File: src/rtl/fft_pkg.sv
// rtl/fft_pkg.sv - shared types and default widths for the FFT result unloader
package fft_pkg;
  localparam int FFT_ADDR_WIDTH = 10;
  localparam int FFT_DATA_WIDTH = 32;

  typedef enum logic [1:0] {
    IDLE  = 2'd0,
    RUN   = 2'd1,
    DRAIN = 2'd2,
    DONE  = 2'd3
  } unload_state_t;
endpackage

File: src/rtl/fft_unload_fifo.sv
// rtl/fft_unload_fifo.sv - two-entry FIFO holding result words with their index and last flag
module fft_unload_fifo #(
  parameter int DATA_WIDTH  = 32,
  parameter int INDEX_WIDTH = 10
) (
  input  logic                   clk,
  input  logic                   rst_n,
  input  logic                   push,
  input  logic [DATA_WIDTH-1:0]  push_data,
  input  logic [INDEX_WIDTH-1:0] push_index,
  input  logic                   push_last,
  input  logic                   pop,
  output logic                   valid,
  output logic [DATA_WIDTH-1:0]  data,
  output logic [INDEX_WIDTH-1:0] index,
  output logic                   last,
  output logic [1:0]             count
);
  logic [DATA_WIDTH-1:0]  data_mem  [2];
  logic [INDEX_WIDTH-1:0] index_mem [2];
  logic [1:0]             last_mem;
  logic                   wr_ptr;
  logic                   rd_ptr;
  logic                   do_pop;
  logic                   accept;

  assign do_pop = pop & (count != 2'd0);
  assign accept = push & ((count != 2'd2) | do_pop);

  always_ff @(posedge clk or negedge rst_n) begin
    if (!rst_n) begin
      data_mem[0]  <= '0;
      data_mem[1]  <= '0;
      index_mem[0] <= '0;
      index_mem[1] <= '0;
      last_mem     <= '0;
      wr_ptr       <= 1'b0;
      rd_ptr       <= 1'b0;
      count        <= 2'd0;
    end else begin
      if (accept) begin
        data_mem[wr_ptr]  <= push_data;
        index_mem[wr_ptr] <= push_index;
        last_mem[wr_ptr]  <= push_last;
        wr_ptr            <= ~wr_ptr;
      end
      if (do_pop) rd_ptr <= ~rd_ptr;
      count <= count + {1'b0, accept} - {1'b0, do_pop};
    end
  end

  // Head entry is never the write target while valid, so it holds still under stall.
  assign valid = (count != 2'd0);
  assign data  = data_mem[rd_ptr];
  assign index = index_mem[rd_ptr];
  assign last  = valid & last_mem[rd_ptr];
endmodule

File: src/rtl/fft_result_unloader.sv
// rtl/fft_result_unloader.sv - streams the FFT result RAM out in natural or bit-reversed order
module fft_result_unloader
  import fft_pkg::*;
#(
  parameter int ADDR_WIDTH = FFT_ADDR_WIDTH,
  parameter int DATA_WIDTH = FFT_DATA_WIDTH
) (
  input  logic                  clk,
  input  logic                  rst_n,
  input  logic                  start,
  input  logic                  bitrev_mode,
  output logic                  busy,
  output logic                  done,
  output logic                  rd_en,
  output logic [ADDR_WIDTH-1:0] rd_addr,
  input  logic [DATA_WIDTH-1:0] rd_data,
  output logic                  out_valid,
  input  logic                  out_ready,
  output logic [DATA_WIDTH-1:0] out_data,
  output logic                  out_last,
  output logic [ADDR_WIDTH-1:0] out_index
);
  localparam logic [ADDR_WIDTH-1:0] LAST_SEQ = '1;

  unload_state_t         state;
  logic [ADDR_WIDTH-1:0] seq;
  logic                  mode;
  logic                  inflight;
  logic [ADDR_WIDTH-1:0] inflight_index;
  logic                  inflight_last;
  logic [1:0]            occupancy;
  logic                  pop;
  logic [2:0]            committed;

  // A read is only issued when the buffer is guaranteed a free slot when its data lands.
  assign pop       = out_valid & out_ready;
  assign committed = {1'b0, occupancy} + {2'b00, inflight};
  assign rd_en     = (state == RUN) && (committed < (3'd2 + {2'b00, pop}));

  for (genvar i = 0; i < ADDR_WIDTH; i++) begin : g_addr
    assign rd_addr[i] = mode ? seq[ADDR_WIDTH-1-i] : seq[i];
  end

  always_ff @(posedge clk or negedge rst_n) begin
    if (!rst_n) begin
      state          <= IDLE;
      seq            <= '0;
      mode           <= 1'b0;
      inflight       <= 1'b0;
      inflight_index <= '0;
      inflight_last  <= 1'b0;
      busy           <= 1'b0;
      done           <= 1'b0;
    end else begin
      inflight <= rd_en;
      if (rd_en) begin
        inflight_index <= seq;
        inflight_last  <= (seq == LAST_SEQ);
      end
      case (state)
        IDLE: begin
          done <= 1'b0;
          if (start) begin
            state <= RUN;
            mode  <= bitrev_mode;
            seq   <= '0;
            busy  <= 1'b1;
          end
        end
        RUN: begin
          if (rd_en) begin
            if (seq == LAST_SEQ) state <= DRAIN;
            else seq <= seq + 1'b1;
          end
        end
        DRAIN: begin
          if (pop && out_last) begin
            state <= DONE;
            done  <= 1'b1;
          end
        end
        DONE: begin
          done  <= 1'b0;
          busy  <= 1'b0;
          state <= IDLE;
        end
        default: state <= IDLE;
      endcase
    end
  end

  fft_unload_fifo #(
    .DATA_WIDTH (DATA_WIDTH),
    .INDEX_WIDTH(ADDR_WIDTH)
  ) u_fifo (
    .clk       (clk),
    .rst_n     (rst_n),
    .push      (inflight),
    .push_data (rd_data),
    .push_index(inflight_index),
    .push_last (inflight_last),
    .pop       (pop),
    .valid     (out_valid),
    .data      (out_data),
    .index     (out_index),
    .last      (out_last),
    .count     (occupancy)
  );
endmodule

File: config.mk
export PLATFORM = sky130hd
export DESIGN_NAME = fft_result_unloader
export DESIGN_NICKNAME = d
export VERILOG_FILES = /design/src/rtl/fft_pkg.sv /design/src/rtl/fft_unload_fifo.sv /design/src/rtl/fft_result_unloader.sv
export SDC_FILE = /design/constraint.sdc
export NUM_CORES = 1
export LEC_CHECK = 0
export CAP_MARGIN = 20
export CORE_MARGIN = 10
export CORE_UTILIZATION = 30
export DETAILED_ROUTE_END_ITERATION = 12
export SYNTH_ARGS = -nofsm -noshare
export SYNTH_HDL_FRONTEND = slang
export SYNTH_SLANG_ARGS = --single-unit
File: constraint.sdc
create_clock -name clk -period 2.7 [get_ports clk]
set_clock_uncertainty 0.15 [all_clocks]
set_input_delay 0.27 -clock clk [delete_from_list [all_inputs] [get_ports clk]]
set_output_delay 0.27 -clock clk [all_outputs]
set_load 0.03 [all_outputs]
# --- Word-level counts from Yosys, hierarchy flattened ---
# Index checks and enable logic that the tools add are counted.
op_classes:
  reduce_logical: 15
  shifts: 0
  mul: 0
  order_cmp: 7
  n_addsub: 5
  n_eq_ne: 10
  muxes: 40
  bitwise: 9
  n_div: 0
ops:
  columns: ["operator", "count"]
  rows:
  - ["2-to-1 mux 32 bit", 4]
  - ["2-to-1 mux 10 bit", 7]
  - ["bitwise mux 64 bit", 1]
  - ["demux 32 bit (select 1 bit)", 1]
  - ["bitwise mux 20 bit", 1]
  - ["one-hot mux 10 bit (2 select lines)", 1]
  - ["2-to-1 mux 1 bit", 15]
  - ["adder 10 x 1 -> 10 bit (second input constant)", 1]
  - ["demux 10 bit (select 1 bit)", 1]
  - ["== test 10 bit (second input constant)", 1]
  - ["!= test 2 bit (second input constant)", 5]
  - ["2-to-1 mux 2 bit", 4]
  - ["one-hot mux 2 bit (4 select lines)", 1]
  - ["AND reduction 4 bit", 2]
  - ["nonzero test 2 bit", 4]
  - ["AND reduction 2 bit", 3]
  - ["bitwise AND 1 bit", 4]
  - ["== test 2 bit (second input constant)", 2]
  - [">= comparator 2 bit (second input constant)", 2]
  - ["logical AND 1 bit", 4]
  - ["< comparator 1 x 2 -> 1 bit (second input constant)", 2]
  - ["inverter 1 -> 2 bit", 2]
  - ["one-hot mux 1 bit (2 select lines)", 2]
  - ["adder 2 x 1 -> 3 bit", 1]
  - ["other kinds (14)", 15]
word_totals:
  in_bits: 37
  ram_bits: 0
  latch_bits: 0
  n_memories: 0
  wordCells: 102
  output_inout_bits: 57
  mem_bits_ro: 0
  ff_bits: 117

# --- Longest topological paths before layout ---
# Gate-level depths: netlist (run 1).
depth:
  depth_word: 7
  mapped_depth: 7
  mapped_depth_nobuf: 7

# --- Hierarchy ---
# Synthesis (run 1) repeated with hierarchy kept, for this count alone.
unflattened:
  cells_unflattened: 425
  area_unflattened_um2: 5627.9
by_module_without_submodules:
  columns: ["mod", "seq_area_each_um2", "n_inst", "cells_per_inst", "area_each_um2"]
  rows:
  - ["fft_unload_fifo", 2252.2, 1, 278, 4010.1]
  - ["fft_result_unloader", 675.6, 1, 147, 1617.8]

# --- Least setup slack after synthesis (run 1) ---
# Ideal clock, no wire load.
synth_timing:
  path_kind: "flip-flop to flip-flop"
  startpoint: "register u_fifo.count[0]"
  endpoint: "register inflight_index[0]"
  setup_slack_ns: 0.742
  n_path_buf: 0
  arrival_time_ns: 1.687
  path_stages_with_launch: 8
  setup_time_ns: 0.121
  path_cell_list: "dfrtp_1 ha_1 ha_1 o21ai_1 nand3_1 clkinv_1 nand2_1 nand2_1"
synth_via:
  elab_chain_len: 5
  word_cells_on_any_way: 6
synth_lines:
  columns: ["item", "line_no", "text"]
  rows:
  - ["from (decl)", "fft_unload_fifo.sv:17", "output logic [1:0] count"]
  - ["from (signal assigned)", "fft_unload_fifo.sv:48", "count <= count + {1'b0, accept} - {1'b0, do_pop};"]
  - ["nonzero test 2 bit", "fft_unload_fifo.sv:53", "assign valid = (count != 2'd0);"]
  - ["bitwise AND 1 bit", "fft_result_unloader.sv:36", "assign pop = out_valid & out_ready;"]
  - ["adder 2 x 1 -> 3 bit", "fft_result_unloader.sv:38", "assign rd_en = (state == RUN) && (committed < (3'd2 + {2'b00, pop}));"]
  - ["< comparator 3 bit (*)", "fft_result_unloader.sv:38", null]
  - ["logical AND 1 bit (*)", "fft_result_unloader.sv:38", null]
  - ["named net rd_en", "fft_result_unloader.sv:14", "output logic rd_en,"]
  - ["to (signal assigned)", "fft_result_unloader.sv:57", "inflight_index <= seq;"]
  - ["to (decl)", "fft_result_unloader.sv:29", "logic [ADDR_WIDTH-1:0] inflight_index;"]
# The timed path passes the listed nets; every way through them passes the cells marked *.
# A chain may end at the register's enable or synchronous reset.

# --- Worst setup path after layout (run 1) ---
layout_timing:
  startpoint: "register u_fifo.count[0]"
  endpoint: "output port rd_en"
layout_via:
  elab_chain_len: 5
  word_cells_on_any_way: 6
layout_lines:
  columns: ["item", "line_no"]
  rows:
  - ["nonzero test 2 bit", "fft_unload_fifo.sv:53"]
  - ["bitwise AND 1 bit", "fft_result_unloader.sv:36"]
  - ["adder 2 x 1 -> 3 bit", "fft_result_unloader.sv:38"]
  - ["< comparator 3 bit (*)", "fft_result_unloader.sv:38"]
  - ["logical AND 1 bit (*)", "fft_result_unloader.sv:38"]
  - ["to (decl)", "fft_result_unloader.sv:14"]
# Mark *: on every way between the ends. The rest lies on a longest branch, timed or not.

==> results.md, run 1 <==
* Vias in the first global route at between 3000 and 4000
* I/O Pins at 94
* Initial Util at 30.3%
* Fin. max-slew vios at 0
* Netlist cell types at 37
* Area contributors post-synth: dfrtp_1 54%, mux2_2 29%, nand2_1 2.8%
* Row cnt at slightly below 50
* CP Launch Point: u_fifo.count[0]
* # H-tree levels at 4
* Outcome: complete, no violations
* Final min period at about 2.5 ns
* Ys Warns at 0
* Syn_nets at about 450
* CP max stage delay at ~0.42 ns
* Final Non-Filler Cells at about 750
* First-pass GRT wire length at 20000 um
* Clock transition at path regs at ~0.050 ns
* Crit share post-route at between 90% and 100%
* Worst Hold Slack at ~0.3 ns
* Area grow syn2layout at 34.4%
* Arr. time, crit path at approximately 2.1 ns
* Total grt overflow at 0
* Sequential-to-total area share from yosys stat at 54.2%
* Routed wire length at 12100 um
* Clock root buffer: clkbuf_16
* Initial antenna violation count at 0
* Clock sink count at 117
* Worst-Skew Late Latency at 0.40 ns
* Die area at approximately 0.024 mm2
* Synth top area share at approximately 54%
* Placed Instances at 717
* Min-Delay Path Class: input pin to asynchronous set/reset pin
* Drc violations at 0
* CP Max Fanout at 11
* Gate Count Post-Synth at 407
* Slew margin rel. at 53.7%
* First-pass iteration count of the detailed router at 4
* Setup crit end: rd_en
* Worst setup EP type: output port
* Fin nets at 556
* Diode count at 0
* Detailed router's first-iteration violation count at between 90 and 100
* Layout cells sized above 1 at between 30% and 40%
* CTS tree: done
* DIE WIDTH at 154 um
* Kind of critical path: register to output port
* Pleak at 3.12 nW
* Asr flop ratio synth at 100%
* Port bufs at 93
* Final Util at between 40% and 50%
* Slew @ Worst Pin at 0.694 ns
* Worst Setup Slack, final at ~0.17 ns
* Primary FF master, synth: dfrtp_1
* R2R Path Start: state[1]
* Vias per cell at 4.60
* Gr usage total at approximately a tenth
* Via count at between 3000 and 4000
* Final HPWL DP at roughly 8500 um
* Most frequent cell after synthesis: mux2_2
* Worst path required time at between 2 and 2.5 ns
* Worst reg-to-reg setup slack at between 0.4 and 0.5 ns
* GP Congestion at between 0.7 and 0.8
* Setup TNS at 0 ns
* Worst vdd ir at 0.794 mV
* Core region area at ~0.018 mm2
* Final Hold Viols at 0
* Max-cap violation count at 0
* Power, Total at around 11 mW
* Longest Clk Path Bufs at 2
* Reg2reg end: seq[1]
* Area of the mapped netlist at approximately 0.0054 mm2
* Antenna-violating nets left at 0
* Post-synthesis register bit count at 117
* Achievable Freq at slightly below 400 MHz
* WL/cell at about 16 um
* Setup violations, final at 0
* Placed inst area at roughly 0.0066 mm2
* Critical path's slowest cell: dfrtp_1
* Area leader, netlist: dfrtp_1
* Post-layout instance area at 0.00726 mm2
* Post-synth top cells: 139 x mux2_2, 117 x dfrtp_1, 40 x nand2_1, 11 x inv_1, 10 x ha_1
* Crit path top cell by count: ha_1
* PD cells at 1470 mW/mm2
* RSZ-0062 raised after global routing: false
* Worst Setup Start Kind: register
* Die height at about 150 um
* CTS Buf Count at 17
* Worst-case reg-to-reg path depth at 6
* EDFF count, synth at 0
* Place WS at roughly 0.33 ns
* Syn avg cell area at between 10 and 15 um2
* Critical-path cell list: ha_1, ha_1, o21ai_1, nand3_1, clkinv_1, buf_12
* Largest net degree at the start of global routing at between 50 and 60
worst min path at each step:
stage           startpoint                  end  slack [ns]
2_1_floorplan        rst_n                 busy       -0.18
3_3_place_gp         rst_n  u_fifo.data_mem[50]        0.20
3_5_place_dp         rst_n  u_fifo.data_mem[18]        0.21
4_1_cts        bitrev_mode                 mode        0.31
5_1_grt        bitrev_mode                 mode        0.32
6_report             rst_n  u_fifo.data_mem[51]        0.31
critical path: cells and delay by family, from the launching register on:
family,cells,cell delay (ns)
flip-flops,1,0.42
AO/OA/AOI/OAI,1,0.10
buffers and inverters,2,0.57
adder cells (fa/ha/maj),2,0.48
AND/OR/NAND/NOR,1,0.12
cells by family (layout without fill, tap and decap cells):
| logic type | after synthesis | count (layout) | synth area share [%] |
|---|---|---|---|
| flip-flops | 117 | 117 | 54.2 |
| XOR/XNOR | 4 | 4 | 0.649 |
| buffers and inverters | 32 | 147 | 2.80 |
| adder cells (fa/ha/maj) | 10 | 10 | 2.32 |
| multiplexers | 145 | 145 | 30.1 |
| AND/OR/NAND/NOR | 68 | 68 | 6.11 |
| AO/OA/AOI/OAI | 31 | 31 | 3.82 |
repair_timing:
item | in CTS | in global routing
gates resized for setup | 1 | 0
setup buffers | 0 | 1
endpoints found under the hold margin | 52 | 0
setup endpoints to repair | 28 | 10
hold buffers | 1 | 0
registers in the layout (all words and copies together) (netlist names):
register	flops
busy	1
done	1
inflight	1
inflight_index	10
inflight_last	1
mode	1
seq	10
state	2
u_fifo.count	2
u_fifo.data_mem	64
u_fifo.index_mem	20
u_fifo.last_mem	2
u_fifo.rd_ptr	1
u_fifo.wr_ptr	1
report_power, final:
group          internal [mW]  total, mW  switching [mW]
clock network           1.40       2.18           0.780
registers               2.56       3.09           0.524
logic                   2.67       5.40            2.74
total                   6.63       10.7            4.04
placed cells by master (no fill, tap or decap), types with 3 or more instances in the layout:
cell type,netlist,final
mux2_2,139,139
dfrtp_1,117,116
clkdlybuf4s50_1,0,91
nand2_1,40,39
clkbuf_16,0,17
inv_1,11,11
ha_1,10,10
nor2_1,7,7
nand3_1,7,7
o21ai_0,7,7
a31oi_1,7,7
a21oi_1,6,6
clkinv_2,0,6
buf_12,0,6
mux2i_1,5,5
buf_4,6,5
xnor2_1,3,3
nand2b_1,3,3
a41oi_1,3,3
layer usage:
layer	vias up	global-route usage [%]	routed length (um)	part of all wire, %
met4	0	2.70	101	0.84
met1	1726	12.2	5390	45
met2	74	16.9	5850	48
met5	-	0	0	0
li1	1645	-	-	-
met3	7	4.33	746	6.2
cell type report:
cell class                      count  area [um2]
Clock buffer                       19         453
Inverter                           12        45.0
Multi-Input combinational cell    258        2330
Timing Repair Buffer              103        1080
Sequential cell                   117        2930
Fill cell                        1638       10600
Tap cell                          229         287
Clock inverter                     13         131
Note: power is estimated with default switching activity, not from simulation.
==> run 2, diff against run 1 <==
CTS_BUF_LIST = sky130_fd_sc_hd__clkbuf_16   (was default)
clock period = 2.3 ns   (was 2.7 ns; I/O delays follow)
==> run 2 against run 1 <==
Compared with the run above: setup slack worse by 0.10 ns; critical path depth decreased by 4; clock power grew 17%; count of clock-buffer cells in the layout decreased by 2; sequential power rose by 16%; sequential share of layout area fell by 0.23 points; register-to-register slack got worse by 0.24 ns; flip-flop and latch count stayed put; critical endpoint is now rd_addr[4]; largest cell class unchanged.
==> results.md, run 2 (same netlist as run 1, synthesis figures left out) <==
* Worst reg-to-reg setup slack at 0.23 ns (-0.24 ns)
* Vias in the first global route at 4025 (+4.6%)
* Critical path's slowest cell: clkdlybuf4s50_1
* Diode count at 0 (unchanged)
* Die height at 154 um (unchanged)
* Met3 Wirelength at 779 um (+4.4%)
* Initial antenna violation count at 0 (unchanged)
* Largest register FFs at 64 (unchanged)
* CP Max Fanout at 12 (+1)
* Place WS at 0.112 ns (-0.221 ns)
* WL/cell at 16.3 um (+1.5%)
* Fin. max-slew vios at 0 (unchanged)
* Row cnt at 49 (unchanged)
* Worst path required time at 1.92 ns (-0.36 ns)
* Drc violations at 0 (unchanged)
* RSZ-0062 raised after global routing: true
* CP max stage delay at 0.59 ns (+0.17 ns)
* Post-layout instance area at 0.00730 mm2 (+0.60%)
* Top flop regs: u_fifo.data_mem (64), u_fifo.index_mem (20)
* Register area at 0.00293 mm2 (about the same)
* Detailed router's first-iteration violation count at 94 (-5.1%)
* Max-cap violation count at 0 (unchanged)
* Die area at 0.0238 mm2 (unchanged)
* Min-Delay Path Class: input pin to asynchronous set/reset pin
* Commonest non-fill, non-tap cell in the layout: mux2_2
* Area grow syn2layout at 35.2%
* Arr. time, crit path at 1.85 ns (-0.26 ns)
* CP top delay family: buffers and inverters
* I/O Pins at 94 (unchanged)
* Port bufs at 93 (unchanged)
* Met2 wire len at 5890 um (+0.67%)
* Total grt overflow at 0 (unchanged)
* Slew @ Worst Pin at 0.484 ns (-0.210 ns)
* Routed wire length at 12400 um (+2.5%)
* Gr usage total at 10.9% (+0.52 points)
* Final Hold Viols at 0 (unchanged)
* Layout cells sized above 1 at 40.3% (+2.9 points)
* DIE WIDTH at 154 um (unchanged)
* Worst Setup Slack, final at 0.0666 ns (-0.103 ns)
* Critical-path cell list: mux2_2, clkdlybuf4s50_1
* Worst Setup Start Kind: register
* Antenna-violating nets left at 0 (unchanged)
* First-pass GRT wire length at 21000 um (+4.7%)
* # H-tree levels at 4 (unchanged)
* Kind of critical path: register to output port
* Vias per cell at 4.69 (+2.1%)
* Setup violations, final at 0 (unchanged)
* Core region area at 0.0178 mm2 (unchanged)
* Pleak at 3.36 nW (+7.6%)
* Worst-Skew Late Latency at 0.41 ns (about the same)
* CTS tree: done
* GP Congestion at 0.778 (+4.4%)
* Longest Clk Path Bufs at 2 (unchanged)
* Final HPWL DP at 8680 um (+2.6%)
* PD cells at 1690 mW/mm2 (+15%)
* Largest net degree at the start of global routing at 61 (+11%)
* First-pass iteration count of the detailed router at 4 (unchanged)
* Worst vdd ir at 0.861 mV (+8.4%)
* Worst setup EP type: output port
* Most frequent cells in the layout: 139 x mux2_2, 113 x dfrtp_1, 39 x nand2_1, 39 x clkdlybuf4s50_1, 30 x dlygate4sd2_1
* Area occupied by multi-input gates at 0.00237 mm2 (+1.5%)
* CTS Buf Count at 17 (unchanged)
* Met1 wire length at 5600 um (+3.9%)
* Clock root buffer: clkbuf_16
* Achievable Freq at 448 MHz
* Initial Util at 30.3% (unchanged)
* Fin nets at 563 (+1.3%)
* Crit share post-route at a little over nine tenths
* Largest Register: u_fifo.data_mem
* Outcome: complete, no violations
* Final min period at between 2 and 2.5 ns
* Fill cell count at 1683 (+2.7%)
* Via count at 3558 (+3.1%)
* Crit path buffers/inverters at 1 (-1)
* Clock transition at path regs at 0.05 ns (about the same)
* Top sig layer: met4
* Slew margin rel. at 67.4% (+14 points)
* Clock sink count at 117 (unchanged)
* Placed inst area at 0.00671 mm2 (+1.1%)
run 2: cell types whose count changed in the layout (fill, tap and decap cells not counted), sizes merged, moves of 2 or more:
cell	change
buf	+7
clkbuf	+9
clkdlybuf4s50	-52
dlygate4sd2	+30
dlymetal6s2s	+10
inv	+2
run 2: what timing repair did:
action,in CTS,in global routing
setup endpoints to repair,53,26
pin swaps,1,0
hold endpoints to repair,81,0
hold buffers,1,0
gates resized for setup,48,39
buffers inserted,1,1
run 2: worst paths after layout:
| kind | from | to | cells after the start |
|---|---|---|---|
| min reg2reg | inflight_index[0] | inflight_index[0] | 2 |
| min | rst_n | u_fifo.data_mem[19] | 2 |
| max | mode | rd_addr[4] | 2 |
| max reg2reg | seq[1] | state[1] | 6 |
| min in group clk | bitrev_mode | mode | 2 |
| max in group asynchronous | rst_n | u_fifo.data_mem[31] | 3 |
run 2: where the power goes:
part	leakage, nW	switching (mW)	internal [mW]
combinational	1.67	3.32	2.89
sequential	1.40	0.585	3.01
clock	0.290	0.872	1.67
run 2: layout make-up:
class                   instances  share of cell area [%]
flip-flops and latches        117                    40.2
multi-input cells             258                    32.4
repair buffers                110                    15.0
clock buffers                  17                    5.82
well taps                     229                    3.92
clock inverters                15                    2.02
inverters                      12                   0.685
run 2: per-stage QoR:
stage	cells	TNS (ns)	hold slack, ns	power [mW]	util, %
floorplan	407	0	-0.216	7.79	-
global placement	723	0	-0.00968	10.1	37.6
detailed placement	723	0	-0.00132	10.2	37.6
CTS	757	-0.109	0.110	12.5	40.7
global route	758	-0.00864	0.138	13.2	40.9
finish	758	0	0.116	12.3	40.9
run 2: metal layers:
layer / vias to the layer above / global-route usage, %
li1: 1665 / -
met1: 1790 / 13.1
met2: 90 / 17.4
met3: 13 / 4.35
met4: 0 / 3.37
met5: - / 0
==> run 3, diff against run 2 <==
CTS_CLUSTER_DIAMETER = 40   (was default)
==> results of run 3 <==
No change in the layout: final DEF, timing and power equal those of run 2.
